**config.mk**
```make
export PLATFORM = sky130hd
export DESIGN_NAME = spi_cmd_decoder
export DESIGN_NICKNAME = d
export VERILOG_FILES = /design/src/rtl/spi_cmd_decoder.sv
export SDC_FILE = /design/constraint.sdc
export NUM_CORES = 1
export LEC_CHECK = 0
export ABC_CLOCK_PERIOD_IN_PS = 4650
export CORE_ASPECT_RATIO = 2
export CORE_MARGIN = 2
export CORE_UTILIZATION = 60
export CTS_CLUSTER_SIZE = 8
export DETAILED_ROUTE_END_ITERATION = 7
export PLACE_DENSITY_LB_ADDON = 0.1
export REMOVE_ABC_BUFFERS = 1
export SLEW_MARGIN = 20
export SYNTH_ARGS = -nofsm -noshare
export SYNTH_HDL_FRONTEND = slang
export SYNTH_SLANG_ARGS = --single-unit
```
**constraint.sdc**
```tcl
create_clock -name clk -period 4.65 [get_ports clk]
set_input_delay 1.395 -clock clk [delete_from_list [all_inputs] [get_ports clk]]
set_output_delay 1.395 -clock clk [all_outputs]
set_load 0.005 [all_outputs]
```
**src/rtl/spi_cmd_decoder.sv**
```systemverilog
`timescale 1ns/1ps
// spi_cmd_decoder: turns the byte stream from the SPI slave shifter into
// burst read/write requests on a req/ack memory bus. It also supplies the
// next transmit byte back to the shifter.
module spi_cmd_decoder #(
    parameter int         ADDR_W    = 24,
    parameter logic [7:0] CMD_WRITE = 8'h01,
    parameter logic [7:0] CMD_READ  = 8'h02,
    parameter logic [7:0] IDLE_BYTE = 8'hFF
) (
    input  logic              clk,
    input  logic              rst,
    input  logic              spi_cs_n,
    input  logic              spi_finished,
    input  logic [7:0]        spi_in_byte,
    output logic [7:0]        spi_out_byte,
    output logic              mem_req,
    output logic              mem_we,
    output logic [ADDR_W-1:0] mem_addr,
    output logic [7:0]        mem_wdata,
    input  logic [7:0]        mem_rdata,
    input  logic              mem_ack,
    output logic              overrun,
    output logic              underrun
);
    typedef enum logic [2:0] {
        ST_IDLE, ST_CMD, ST_ADDR2, ST_ADDR1, ST_ADDR0, ST_WDATA, ST_RDATA, ST_IGNORE
    } state_t;

    localparam logic [ADDR_W-1:0] ADDR_ONE = ADDR_W'(1);

    state_t            state_reg, state_next;
    logic              fin_sync1_reg, fin_sync2_reg, fin_hist_reg;
    logic              cs_sync1_reg, cs_sync2_reg;
    logic              byte_stb;
    logic              cmd_read_reg, cmd_read_next;
    logic [7:0]        addr_hi_reg, addr_hi_next;
    logic [7:0]        addr_mid_reg, addr_mid_next;
    logic [7:0]        rbuf_reg, rbuf_next;
    logic              rbuf_valid_reg, rbuf_valid_next;
    logic [7:0]        out_byte_reg, out_byte_next;
    logic              mem_req_reg, mem_req_next;
    logic              mem_we_reg, mem_we_next;
    logic [ADDR_W-1:0] mem_addr_reg, mem_addr_next;
    logic [7:0]        mem_wdata_reg, mem_wdata_next;
    logic              overrun_reg, overrun_next;
    logic              underrun_reg, underrun_next;

    // One-cycle pulse for every edge of the shifter's byte-complete toggle.
    assign byte_stb = fin_sync2_reg ^ fin_hist_reg;

    // Bring the finished toggle and chip select into the clk domain.
    always_ff @(posedge clk or posedge rst) begin
        if (rst) begin
            fin_sync1_reg <= 1'b0;
            fin_sync2_reg <= 1'b0;
            fin_hist_reg  <= 1'b0;
            cs_sync1_reg  <= 1'b0;
            cs_sync2_reg  <= 1'b0;
        end else begin
            fin_sync1_reg <= spi_finished;
            fin_sync2_reg <= fin_sync1_reg;
            fin_hist_reg  <= fin_sync2_reg;
            cs_sync1_reg  <= spi_cs_n;
            cs_sync2_reg  <= cs_sync1_reg;
        end
    end

    // State and datapath registers.
    always_ff @(posedge clk or posedge rst) begin
        if (rst) begin
            state_reg      <= ST_IDLE;
            cmd_read_reg   <= 1'b0;
            addr_hi_reg    <= 8'h00;
            addr_mid_reg   <= 8'h00;
            rbuf_reg       <= 8'h00;
            rbuf_valid_reg <= 1'b0;
            out_byte_reg   <= IDLE_BYTE;
            mem_req_reg    <= 1'b0;
            mem_we_reg     <= 1'b0;
            mem_addr_reg   <= '0;
            mem_wdata_reg  <= 8'h00;
            overrun_reg    <= 1'b0;
            underrun_reg   <= 1'b0;
        end else begin
            state_reg      <= state_next;
            cmd_read_reg   <= cmd_read_next;
            addr_hi_reg    <= addr_hi_next;
            addr_mid_reg   <= addr_mid_next;
            rbuf_reg       <= rbuf_next;
            rbuf_valid_reg <= rbuf_valid_next;
            out_byte_reg   <= out_byte_next;
            mem_req_reg    <= mem_req_next;
            mem_we_reg     <= mem_we_next;
            mem_addr_reg   <= mem_addr_next;
            mem_wdata_reg  <= mem_wdata_next;
            overrun_reg    <= overrun_next;
            underrun_reg   <= underrun_next;
        end
    end

    // Next-state logic: the ack is folded in first, so a strobe in the same
    // cycle sees the cleared request (write) or the filled buffer (read).
    always_comb begin
        state_next      = state_reg;
        cmd_read_next   = cmd_read_reg;
        addr_hi_next    = addr_hi_reg;
        addr_mid_next   = addr_mid_reg;
        rbuf_next       = rbuf_reg;
        rbuf_valid_next = rbuf_valid_reg;
        out_byte_next   = out_byte_reg;
        mem_req_next    = mem_req_reg;
        mem_we_next     = mem_we_reg;
        mem_addr_next   = mem_addr_reg;
        mem_wdata_next  = mem_wdata_reg;
        overrun_next    = overrun_reg;
        underrun_next   = underrun_reg;

        // A request is completed even after chip select drops.
        if (mem_ack && mem_req_reg) begin
            mem_req_next = 1'b0;
            if (mem_we_reg) begin
                mem_addr_next = mem_addr_reg + ADDR_ONE;
            end else begin
                rbuf_next       = mem_rdata;
                rbuf_valid_next = 1'b1;
            end
        end

        if (cs_sync2_reg) begin
            state_next    = ST_IDLE;
            out_byte_next = IDLE_BYTE;
        end else begin
            case (state_reg)
                ST_IDLE: state_next = ST_CMD;
                ST_CMD: begin
                    if (byte_stb) begin
                        if (spi_in_byte == CMD_WRITE) begin
                            cmd_read_next = 1'b0;
                            state_next    = ST_ADDR2;
                        end else if (spi_in_byte == CMD_READ) begin
                            cmd_read_next = 1'b1;
                            state_next    = ST_ADDR2;
                        end else begin
                            state_next = ST_IGNORE;
                        end
                    end
                end
                ST_ADDR2: begin
                    if (byte_stb) begin
                        addr_hi_next = spi_in_byte;
                        state_next   = ST_ADDR1;
                    end
                end
                ST_ADDR1: begin
                    if (byte_stb) begin
                        addr_mid_next = spi_in_byte;
                        state_next    = ST_ADDR0;
                    end
                end
                ST_ADDR0: begin
                    if (byte_stb) begin
                        mem_addr_next = ADDR_W'({addr_hi_reg, addr_mid_reg, spi_in_byte});
                        if (cmd_read_reg) begin
                            // Prefetch the first word while the dummy byte goes by.
                            mem_req_next    = 1'b1;
                            mem_we_next     = 1'b0;
                            rbuf_valid_next = 1'b0;
                            state_next      = ST_RDATA;
                        end else begin
                            state_next = ST_WDATA;
                        end
                    end
                end
                ST_WDATA: begin
                    if (byte_stb) begin
                        if (mem_req_next) begin
                            overrun_next = 1'b1;
                        end else begin
                            mem_wdata_next = spi_in_byte;
                            mem_we_next    = 1'b1;
                            mem_req_next   = 1'b1;
                        end
                    end
                end
                ST_RDATA: begin
                    if (byte_stb) begin
                        if (rbuf_valid_next) begin
                            out_byte_next   = rbuf_next;
                            rbuf_valid_next = 1'b0;
                            mem_addr_next   = mem_addr_next + ADDR_ONE;
                            mem_req_next    = 1'b1;
                            mem_we_next     = 1'b0;
                        end else begin
                            out_byte_next = IDLE_BYTE;
                            underrun_next = 1'b1;
                        end
                    end
                end
                ST_IGNORE: out_byte_next = IDLE_BYTE;
                default:   state_next = ST_IDLE;
            endcase
        end
    end

    assign spi_out_byte = out_byte_reg;
    assign mem_req      = mem_req_reg;
    assign mem_we       = mem_we_reg;
    assign mem_addr     = mem_addr_reg;
    assign mem_wdata    = mem_wdata_reg;
    assign overrun      = overrun_reg;
    assign underrun     = underrun_reg;
endmodule

```
==> out/results.txt <==
Synth-to-Final Area Change -> 20.6%
Worst Setup Slack, final -> 0.650 ns
Clock Pin Slew Worst Setup and Hold Paths -> 0.06 ns
Final Routed Wirelength -> 12.6 mm
Gate power share -> 35.6%
RR Startpoint -> mem_addr[0]
Slowest library cell on the worst path -> or4_4
Crit Path Max Fanout -> 11
Die area -> 8740 um^2
CP cell instances -> clkdlybuf4s50_1 -> nand4_2 -> or4_4 -> nor4_1 -> xnor2_1 -> or3_4 -> a221oi_2 -> nand2_1
Post-Place Setup Slack -> 0.322 ns
Kind of critical path -> input pin to flip-flop
Clk pwr share -> 22.1%
Via-to-Cell Ratio -> 6.44
Reg2reg setup slack -> 1.45 ns
Worst-skew pair later-pin latency -> 0.34 ns
Mean Syn Cell Area -> 9.26 um^2
Std cell rows -> 46
Crit path largest cell delay -> 0.74 ns
Die W -> 67.1 um
Max_cap viols -> 0
Antenna cells -> 0
Slew Viols, Final -> 0
Initial antenna violation count -> 0
Detailed-placement wirelength estimate -> 9.38 mm
Power Internal -> 1.82 mW
Critical path's top delay family -> simple AND/OR/NAND/NOR gates
Synth warnings -> 0
CTS tree -> done
Total global routing track utilization -> 31.3%
CTS hold repair buffers -> 0
Final ANT Viol Nets -> 0
Peak VDD IR -> 0.351 mV
RR Endpoint -> mem_addr[18]
Vias -> 4349
Ports -> 65
DR iter-0 viols -> 473
Core area -> 7830 um^2
Final Cell Area -> 5760 um^2
Setup_tns -> 0 ns
Port bufs -> 64
Primary FF master, synth -> dfrtp_1
Hold violation count in the final report -> 0
Setup Buffers After CTS -> 0
Least-Margin Pin Slew -> 0.773 ns
#FFs+latches synth -> 78
Critical path required time -> 4.87 ns
RSZ-0062 raised after global routing -> no
Worst r2r path cells -> 8
Compound-Gate Fraction of Synth Area -> 17.0%
Cell Area, Placed -> 5490 um^2
Pwr/cell area -> 498 nW/um^2
Commonest cells after routing, fill and taps aside -> 70 x dfrtp_1, 67 x nand2_1, 64 x clkdlybuf4s50_1
CTS H-tree lvls -> 3
Async SR Flop Fraction -> 100%
Commonest non-fill, non-tap cell in the layout -> dfrtp_1
First-pass GRT wire length -> 20.6 mm
# DRC -> 0
Wire per inst -> 18.7 um
First drt pass iteration count -> 6
Synth Area in XOR/XNOR -> 4.53%
Final worst path period share -> 86.0%
Status -> finished, final reports clean
Hold Path End -> cs_sync2_reg
CP arrival -> 4.22 ns
F_max -> 0.250 GHz
Psw -> 1.05 mW
# fillers -> 633
Final setup viols -> 0
Placer Congestion -> 0.921
Hold Path Depth -> 0
Mux contribution to synthesized area -> 6.42%
Share of cells above drive strength 1 -> 15.4%
Register area share after synthesis -> 41.1%
Chip height -> 130 um
CTS Buf Count -> 9
Simple-gate share of the synthesized area -> 27.0%
Largest net degree at the start of global routing -> 47
Largest family of logic cells by synthesized area -> simple AND/OR/NAND/NOR gates
GR Overflow Total -> 0
Cell variety after synth -> 71
Starting Density -> 61.0%
Synth Instances -> 516
Buf+Inv Stages, Crit Path -> 1
Slew HR -> 48.4%
Vias in the first global route -> 4110
Post-Synth Adder-Cell Area -> 0.524%
Crit path time final -> 4.00 ns
CTS-repair resized insts -> 0
Clock tree buffer depth -> 2
Mapped Area -> 4780 um^2
Seq pwr share -> 42.3%
Worst clock skew -> 0.00851 ns
Root buffer cell -> clkbuf_16
Layout net count -> 597
P_leak -> 2.23 nW
Startpoint types -> input pin
Critical Path End Type -> flip-flop
Clock sink count -> 78
Worst min-delay path class -> flip-flop to flip-flop
Post-synth EDFFs -> 0
Min-delay src -> cs_sync1_reg
Sw frac -> 36.6%
Number of flip-flops in the largest register -> 24
==> worst max-delay path by stage <==
stage	start	to	slack (ns)	cells past startpoint
final	mem_ack	mem_addr[22]	0.65	8
after global routing	mem_ack	mem_addr[22]	0.48	8
after CTS	mem_ack	mem_addr[22]	0.67	8
after detailed placement	mem_ack	mem_addr[22]	0.32	8
after global placement	mem_ack	mem_addr[22]	0.40	8
after floorplan	mem_ack	mem_addr[22]	1.08	7
==> metal layers <==
metal	GRT usage, %	wire length [um]
met2	49.9	6410
met5	0	0
met4	11.0	303
met1	42.4	5180
met3	5.95	729
==> power by group through the flow <==
stage / combinational, mW / sequential (mW) / clock (mW)
2_1_floorplan: 0.560 / 1.14 / 0
3_3_place_gp: 0.980 / 1.20 / 0
3_5_place_dp: 1.01 / 1.21 / 0
4_1_cts: 1.01 / 1.20 / 0.647
5_1_grt: 1.12 / 1.24 / 0.681
6_report: 1.02 / 1.21 / 0.635
==> synth_stat cells (3+ instances only) <==
cell type,instances,area share [%]
mux2_2,21,5.0
nand3_1,14,1.5
nor3_1,9,0.94
o211ai_1,4,0.63
and4_1,5,0.92
nand4b_1,3,0.55
o22ai_1,6,0.79
o31ai_1,4,0.63
and3_1,4,0.52
o21ai_0,19,2.0
nor3b_1,3,0.47
buf_2,5,0.52
a22oi_1,4,0.63
nor2_1,55,4.3
a32oi_1,3,0.55
a221o_1,4,0.84
clkbuf_1,18,1.4
a31o_2,4,0.73
nand2b_1,10,1.3
inv_1,11,0.86
xor2_1,6,1.1
buf_6,3,0.71
xnor2_1,15,2.8
mux2i_1,7,1.5
and2_1,4,0.52
or4_4,4,0.94
nor4_2,6,1.6
a31oi_1,5,0.65
a41oi_1,9,1.7
dfstp_2,8,4.4
a21oi_1,21,2.2
or2_2,4,0.52
dfrtp_1,70,37
o21a_1,5,0.79
nand3b_1,4,0.63
nand2_1,67,5.3
nor4_1,10,1.3
nand4_1,13,1.7
==> logic make-up after synthesis <==
group,after synthesis
DFF,78
AOI/OAI and AO/OA,113
adders and majority gates,2
and+or+nand+nor,235
muxes,28
buffers and inverters,37
xor gates and xnor gates,23
==> metrics by stage <==
| step | cells | util [%] | power [mW] | hold slack, ns |
|---|---|---|---|---|
| 2_1_floorplan | 490 | - | 1.70 | 0.331 |
| 3_3_place_gp | 659 | 70.2 | 2.18 | 0.334 |
| 3_5_place_dp | 659 | 70.2 | 2.22 | 0.341 |
| 4_1_cts | 675 | 73.6 | 2.87 | 0.355 |
| 5_1_grt | 675 | 73.6 | 3.05 | 0.364 |
| 6_report | 675 | 73.6 | 2.87 | 0.349 |
==> area by class of cell <==
cell class              instances  area (um^2)  share of cell area [%]
inverters                      11         41.3                   0.717
repair buffers                 73          721                    12.5
multi-input cells             401         2650                    46.0
clock inverters                 5         35.0                   0.608
well taps                      96          120                    2.09
flip-flops and latches         78         1960                    34.1
clock buffers                  11          233                    4.04
Note: power is estimated with default switching activity, not from simulation.
